File: src/rtl/bit_stream_encoder.sv
// Serialises SYNC/PID/token/data/handshake packets into a pre-stuffing
// NRZ bit stream, marking the first and final bit of each packet.
module bit_stream_encoder (
    input  logic        clk,
    input  logic        rst,
    input  logic        pkt_avail,
    input  logic [7:0]  pid_in,
    input  logic [6:0]  addr_in,
    input  logic [3:0]  endp_in,
    input  logic [63:0] data_in,
    input  logic        stall,
    output logic        bit_out,
    output logic        start,
    output logic        last
);
    localparam logic [2:0] IDLE  = 3'd0;
    localparam logic [2:0] SYNC  = 3'd1;
    localparam logic [2:0] PID   = 3'd2;
    localparam logic [2:0] ADDR  = 3'd3;
    localparam logic [2:0] ENDP  = 3'd4;
    localparam logic [2:0] CRC5  = 3'd5;
    localparam logic [2:0] DATA  = 3'd6;
    localparam logic [2:0] CRC16 = 3'd7;

    logic [2:0]  r_state;
    logic [5:0]  r_idx;
    logic [7:0]  r_pid;
    logic [6:0]  r_addr;
    logic [3:0]  r_endp;
    logic [63:0] r_data;
    logic [4:0]  r_crc5;
    logic [15:0] r_crc16;
    logic        r_bit;
    logic        r_start;
    logic        r_last;

    logic [2:0]  w_nstate;
    logic [5:0]  w_nidx;
    logic [5:0]  w_lim;
    logic        w_nbit;
    logic        w_nlast;
    logic        w_tok;
    logic        w_dat;
    logic [7:0]  w_addr8;
    logic [4:0]  w_crc5;
    logic [15:0] w_crc16;

    assign w_tok   = (r_pid[1:0] == 2'b01);
    assign w_dat   = (r_pid[2:0] == 3'b011);
    assign w_addr8 = {1'b0, r_addr};

    // r_state/r_idx describe the bit currently on bit_out
    always_comb begin
        case (r_state)
            SYNC, PID: w_lim = 6'd7;
            ADDR:      w_lim = 6'd6;
            ENDP:      w_lim = 6'd3;
            CRC5:      w_lim = 6'd4;
            DATA:      w_lim = 6'd63;
            CRC16:     w_lim = 6'd15;
            default:   w_lim = 6'd0;
        endcase
    end

    always_comb begin
        w_nstate = r_state;
        w_nidx   = r_idx + 6'd1;
        if (r_idx == w_lim) begin
            w_nidx = 6'd0;
            case (r_state)
                SYNC:    w_nstate = PID;
                PID:     w_nstate = w_tok ? ADDR : (w_dat ? DATA : IDLE);
                ADDR:    w_nstate = ENDP;
                ENDP:    w_nstate = CRC5;
                DATA:    w_nstate = CRC16;
                default: w_nstate = IDLE;
            endcase
        end
    end

    always_comb begin
        w_nbit  = 1'b0;
        w_nlast = 1'b0;
        case (w_nstate)
            SYNC: w_nbit = (w_nidx == 6'd7);
            PID: begin
                w_nbit  = r_pid[w_nidx[2:0]];
                w_nlast = (w_nidx == 6'd7) && !w_tok && !w_dat;
            end
            ADDR: w_nbit = w_addr8[w_nidx[2:0]];
            ENDP: w_nbit = r_endp[w_nidx[1:0]];
            CRC5: begin
                w_nbit  = ~r_crc5[4];
                w_nlast = (w_nidx == 6'd4);
            end
            DATA: w_nbit = r_data[w_nidx];
            CRC16: begin
                w_nbit  = ~r_crc16[15];
                w_nlast = (w_nidx == 6'd15);
            end
            default: ;
        endcase
    end

    // CRCs absorb each covered bit on the edge that puts it on the wire
    assign w_crc5  = {r_crc5[3:0], 1'b0}
                   ^ ((r_crc5[4] ^ w_nbit) ? 5'b00101 : 5'b00000);
    assign w_crc16 = {r_crc16[14:0], 1'b0}
                   ^ ((r_crc16[15] ^ w_nbit) ? 16'h8005 : 16'h0000);

    always_ff @(posedge clk or posedge rst) begin
        if (rst) begin
            r_state <= IDLE;
            r_idx   <= 6'd0;
            r_pid   <= 8'd0;
            r_addr  <= 7'd0;
            r_endp  <= 4'd0;
            r_data  <= 64'd0;
            r_crc5  <= 5'd0;
            r_crc16 <= 16'd0;
            r_bit   <= 1'b0;
            r_start <= 1'b0;
            r_last  <= 1'b0;
        end else if (r_state == IDLE) begin
            if (pkt_avail) begin
                r_state <= SYNC;
                r_idx   <= 6'd0;
                r_pid   <= pid_in;
                r_addr  <= addr_in;
                r_endp  <= endp_in;
                r_data  <= data_in;
                r_crc5  <= 5'h1F;
                r_crc16 <= 16'hFFFF;
                r_bit   <= 1'b0;
                r_start <= 1'b1;
                r_last  <= 1'b0;
            end
        end else if (!stall) begin
            r_state <= w_nstate;
            r_idx   <= w_nidx;
            r_bit   <= w_nbit;
            r_start <= 1'b0;
            r_last  <= w_nlast;
            if (w_nstate == ADDR || w_nstate == ENDP)
                r_crc5 <= w_crc5;
            if (w_nstate == CRC5)
                r_crc5 <= {r_crc5[3:0], 1'b0};
            if (w_nstate == DATA)
                r_crc16 <= w_crc16;
            if (w_nstate == CRC16)
                r_crc16 <= {r_crc16[14:0], 1'b0};
        end
    end

    assign bit_out = r_bit;
    assign start   = r_start;
    assign last    = r_last;
endmodule

File: config.mk
export PLATFORM = sky130hd
export DESIGN_NAME = bit_stream_encoder
export DESIGN_NICKNAME = d
export VERILOG_FILES = /design/src/rtl/bit_stream_encoder.sv
export SDC_FILE = /design/constraint.sdc
export NUM_CORES = 1
export LEC_CHECK = 0
export ABC_AREA = 1
export CAP_MARGIN = 20
export CORE_UTILIZATION = 35
export DETAILED_ROUTE_END_ITERATION = 10
export GPL_TIMING_DRIVEN = 0
export PLACE_DENSITY = 0.59
export SYNTH_ARGS = -nofsm -noshare
export SYNTH_HDL_FRONTEND = slang
export SYNTH_SLANG_ARGS = --single-unit
export TNS_END_PERCENT = 10
File: constraint.sdc
create_clock -name clk -period 8 [get_ports clk]
set_input_delay 1.6 -clock clk [delete_from_list [all_inputs] [get_ports clk]]
set_output_delay 1.6 -clock clk [all_outputs]
set_load 0.02 [all_outputs]
==> results.yml, run 1 <==
run_status:
  status: "complete, no violations"
floorplan:
  fp.dieArea_sq_um: 17400
  start_util: 0.357
  fp.dieW_microns: 132
  die_y_microns: 132
  core-area_sq_um: 16500
  row_count: 47
  io_pins: 90
grt:
  grt-ovfl-total: 0
  grt_pass1_vias: 5368
  grt_max_degree: 66
  globalRouteTotalUtil: 0.200
  grt_pass1_wl_microns: 27300
  grt_antenna_before_repair: 0
finish:
  area_delta_synth_final_pct: 31.2
  multi_input_area_sq_um: 2460
  seq_area_sq_um: 2900
  layout.nets: 964
  drive_gt1_frac: 0.0935
  final_core_util: 0.469
  fillers: 1667
  n_antenna_cell: 0
  layoutNonFillerInstCount: 1108
sta:
  layout_min_cycle_time_ns: 3.52
  tightestPinTransition_ns: 0.670
  layout_setup_ws_ns: 4.48
  setup_viol: 0
  fin_setup_tns_ns: 0
  maxSlewHeadroom: 0.551
  slew_viol_final: 0
  rsz0062_at_grt: "no"
  clock_skew_ns: 0.00668
  finalHoldViolations: 0
  fmax_ghz: 0.284
  post-route-period-util: 0.440
synth:
  postSynthAreaPerCell_sq_um: 7.69
  yosysSeqAreaShare: 0.492
  syn_inst: 767
  yosysWarnings: 0
  yosys_register_bits: 116
  synth_cell_types: 37
  syn_nets: 855
  syn_area_sq_um: 5900
critical_path:
  cp-start-kind: "primary input"
  arrival_ns: 3.80
  end_kind: "register"
  critPathKind: "in -> reg"
  cp_max_fo: 10
  critPathRequiredTime_ns: 8.28
routing:
  drt-total-wl_microns: 16300
  via_per_inst: 4.83
  drtPass1Iterations: 6
  num_vias: 5350
  drtIter0Drc: 316
  drtAntennaViolNets: 0
  drc: 0
  wl_per_cell_microns: 14.7
worst_hold_path:
  hold_class: "reg -> reg"
placement:
  dp_hpwl_microns: 11600
  placed_cells: 1077
  pre_cts_ws_ns: 4.01
  gp_congestion: 0.826
  io_buffer_count: 89
power:
  power.leakage_nw: 3.79
  p_total_mw: 3.39
  max-vdd-ir-drop_uv: 191
  p_per_area_nw_per_um2: 438
clock_tree:
  cts_hold_buf: 0
  cts_resized: 0
  clk_pin_slew_ns: 0.05
  clockBufferDepth: 2
  h-tree-depth: 4
  clock_latency_ns: 0.42
  cts_tree: "built"
  clock_sinks: 116
  cts_setup_buffers: 0
  cts_root_buffer: "clkbuf_16"
  cts_buffers: 17
job:
  drv_cap: 0
cell type report:
type | count | share of cell area
flip-flops and latches | 116 | 0.375
multi-input cells | 520 | 0.317
clock buffers | 23 | 0.0643
clock inverters | 8 | 0.0189
well taps | 220 | 0.0355
inverters | 92 | 0.0452
repair buffers | 90 | 0.119
plain buffers | 39 | 0.0252
registers in the layout (all words and copies together), names as in the netlist:
signal   count
bit_out      1
last         1
r_addr       7
r_crc16     16
r_crc5       5
r_data      64
r_endp       4
r_idx        6
r_pid        8
r_state      3
start        1
per-stage QoR:
step	hold WS, ns	cell area (sq um)
2_1_floorplan	0.440	5900
5_1_grt	0.499	7740
6_report	0.470	7740
3_5_place_dp	0.457	7100
3_3_place_gp	0.455	7070
4_1_cts	0.473	7740
layout by cell type, fill, tap and decap left out, drive strengths merged, types with 7 or more instances in the layout:
master           n
nand3           78
nor2            27
inv             92
dfrtp          116
o21ai           57
nand3b          16
a22oi           19
a21oi            7
or2             11
clkbuf          43
buf             20
clkdlybuf4s50   89
nand2          277
layer usage:
layer  routed length, microns  up-vias  share of wire  global-route usage
met5                        0        -              0                   0
met4                      158        0         0.0097              0.0594
met3                      816       13          0.050              0.0419
met2                     7780      137           0.48               0.325
met1                     7530     2529           0.46               0.266
li1                         -     2671              -                   -
synth_stat cells, drive strengths merged:
cell type,count,area [sq um]
nand2,277,1060
a31oi,1,6.26
o311ai,1,8.76
o211ai,3,22.5
a22oi,19,143
nor3,2,15.0
nand3,78,405
o221ai,3,26.3
nand3b,16,120
o21ai,57,293
a21boi,1,7.51
a21oi,7,38.8
dfrtp,116,2900
o22ai,3,18.8
o2111ai,5,43.8
or2,11,68.8
xnor2,1,8.76
inv,92,345
xor2,1,8.76
nor2,27,109
o31ai,1,7.51
ha,1,12.5
nand4,5,31.3
buf,19,120
clkbuf,20,75.1
cell families (layout without fill, tap and decap cells):
kind of cell	Yosys count	in the layout	share of synthesized area
AO/OA/AOI/OAI	101	101	0.104
AND/OR/NAND/NOR	416	416	0.307
adder cells (fa/ha/maj)	1	1	0.00212
XOR/XNOR	2	2	0.00297
flip-flops	116	116	0.492
buffers and inverters	131	252	0.0916
worst paths after layout:
check,from,end,slack (ns),depth (start not counted)
setup / recovery,pkt_avail,r_crc16[4],4.48,8
hold / removal,r_data[5],r_data[5],0.47,2
setup reg to reg,r_idx[0],r_crc16[2],4.75,19
hold reg to reg,r_data[5],r_data[5],0.47,2
max in group asynchronous,rst,r_crc5[2],5.70,3
min in group asynchronous,rst,r_data[16],1.61,2
critical path: stages:
cell             delay, ns
clkdlybuf4s50_1       0.44
nand2_1               0.10
inv_1                 0.19
nor2_1                0.58
nor3_2                0.22
nor2_2                0.30
buf_2                 0.28
a22oi_1               0.10
power by group:
part	leakage, nW	switching [mW]	internal, mW
logic	2.10	1.06	0.571
clock network	0.315	0.268	0.560
registers	1.37	0.108	0.827
Note: power is estimated with default switching activity, not from simulation.
==> run 2, diff against run 1 <==
==> constraint.sdc (replaced) <==
create_clock -name clk -period 3.5 [get_ports clk]
set_input_delay 0.7 -clock clk [delete_from_list [all_inputs] [get_ports clk]]
set_output_delay 0.7 -clock clk [all_outputs]
set_load 0.02 [all_outputs]
==> results.yml, run 2 (synthesized netlist as in run 1, its figures left out) <==
critical_path:
  critical_path.cell_chain: "clkbuf_1, inv_2, nand2_1, nand2_1, nand2_2, buf_6, nand3_2, inv_1, nand3_1, nand3_1, nand2_1, inv_1, nand2_1, nand2_1, nand2_2, nand2_1, nand3_1, nand2_1, nand3_1, nand2_1, inv_1"
  slowest_stage: "clkbuf_1"
  path_buf_inv: 6
  cp-start-kind: "register"
  r2r_slack_ns: 0.37
  cp_max_fo: 10
  arrival_ns: 3.45
  cp.depth: 21
  max_stage_delay_ns: 0.37
  cp_top_family: "simple AND/OR/NAND/NOR gates"
  end_kind: "register"
  critPathKind: "reg -> reg"
  critPathRequiredTime_ns: 3.82
  ff2ff_path_depth: 21
  cp_common_cell: "nand2_1"
power:
  max-vdd-ir-drop_uv: 398
  p_per_area_nw_per_um2: 992
  power.leakage_nw: 3.76
  p_total_mw: 7.65
placement:
  io_buffer_count: 89
  gp_congestion: 0.858
  pre_cts_ws_ns: 0.364
  dp_hpwl_microns: 11700
  placed_cells: 1078
finish:
  seq_area_sq_um: 2900
  final_common_cell: "nand2_1"
  layout.nets: 965
  mostFrequentLayoutCells: "nand2_1, dfrtp_1, clkdlybuf4s50_1"
  top_regs: "r_data: 64 flops, r_crc16: 16 flops, r_pid: 8 flops"
  n_antenna_cell: 0
  area_delta_synth_final_pct: 30.7
  layoutNonFillerInstCount: 1109
  largest_register: "r_data"
  drive_gt1_frac: 0.0934
  multi_input_area_sq_um: 2460
  largest_register_ffs: 64
  fillers: 1686
routing:
  wl_per_cell_microns: 14.7
  drtPass1Iterations: 4
  drtAntennaViolNets: 0
  num_vias: 5268
  drtIter0Drc: 334
  via_per_inst: 4.75
  drc: 0
  drt-total-wl_microns: 16300
worst_hold_path:
  hold_class: "reg -> reg"
  hold_path_depth: 2
job:
  drv_cap: 0
run_status:
  status: "complete, no violations"
floorplan:
  fp.dieArea_sq_um: 17400
  die_y_microns: 132
  start_util: 0.357
  io_pins: 90
  fp.dieW_microns: 132
  row_count: 47
  core-area_sq_um: 16500
clock_tree:
  clockBufferDepth: 2
  clk_pin_slew_ns: 0.05
  cts_setup_buffers: 0
  cts_tree: "built"
  clock_sinks: 116
  cts_resized: 0
  h-tree-depth: 4
  cts_root_buffer: "clkbuf_16"
  cts_hold_buf: 0
  cts_buffers: 17
  clock_latency_ns: 0.42
sta:
  layout_min_cycle_time_ns: 3.13
  layout_setup_ws_ns: 0.366
  post-route-period-util: 0.895
  setup_viol: 0
  fmax_ghz: 0.319
  tightestPinTransition_ns: 0.875
  slew_viol_final: 0
  clock_skew_ns: 0.00824
  finalHoldViolations: 0
  timing.hold.ws_ns: 0.468
  rsz0062_at_grt: "no"
  fin_setup_tns_ns: 0
  maxSlewHeadroom: 0.416
grt:
  grt_pass1_wl_microns: 27400
  grt_pass1_vias: 5395
  globalRouteTotalUtil: 0.203
  grt_max_degree: 43
  grt_antenna_before_repair: 0
  grt-ovfl-total: 0
## run 2: metal layers
metal	up-vias	wire (microns)	GRT usage
li1	2672	-	-
met1	2449	7540	0.265
met2	132	7720	0.334
met3	15	848	0.0419
met4	0	202	0.0704
met5	-	0	0
## run 2: worst reg2reg max path, stage by stage, from the launching register on
cell and delay, ns:
dfrtp_1 0.34, clkbuf_1 0.37, inv_2 0.20, nand2_1 0.11, nand2_1 0.06, nand2_2 0.16, buf_6 0.20, nand3_2 0.22
inv_1 0.30, nand3_1 0.13, nand3_1 0.10, nand2_1 0.05, inv_1 0.07, nand2_1 0.08, nand2_1 0.13, nand2_2 0.09
nand2_1 0.08, nand3_1 0.09, nand2_1 0.07, nand3_1 0.06, nand2_1 0.08, inv_1 0.03
## run 2: final timing paths
check / from / to
hold reg to reg: r_data[3] / r_data[3]
setup / recovery: r_idx[0] / r_crc5[2]
hold / removal: r_data[3] / r_data[3]
max in group asynchronous: rst / r_data[45]
setup reg to reg: r_idx[0] / r_crc5[2]
min in group asynchronous: rst / r_data[2]
## run 2: cell type report
class                   instances  area share
flip-flops and latches        116       0.376
multi-input cells             520       0.319
repair buffers                 91       0.121
clock buffers                  22      0.0615
inverters                      92      0.0453
well taps                     220      0.0357
plain buffers                  39      0.0253
clock inverters                 9      0.0165
## run 2: per-stage QoR
step	utilization	instance area, sq um
5_1_grt	0.467	7710
4_1_cts	0.467	7710
3_3_place_gp	0.428	7070
2_1_floorplan	-	5900
3_5_place_dp	0.430	7110
6_report	0.467	7710
## run 2: where the power goes
group	leakage [nW]	switching, mW	total (mW)	internal (mW)
Combinational	2.10	2.43	3.73	1.31
Clock	0.288	0.619	1.79	1.17
Sequential	1.37	0.245	2.13	1.89
Total	3.76	3.29	7.65	4.36
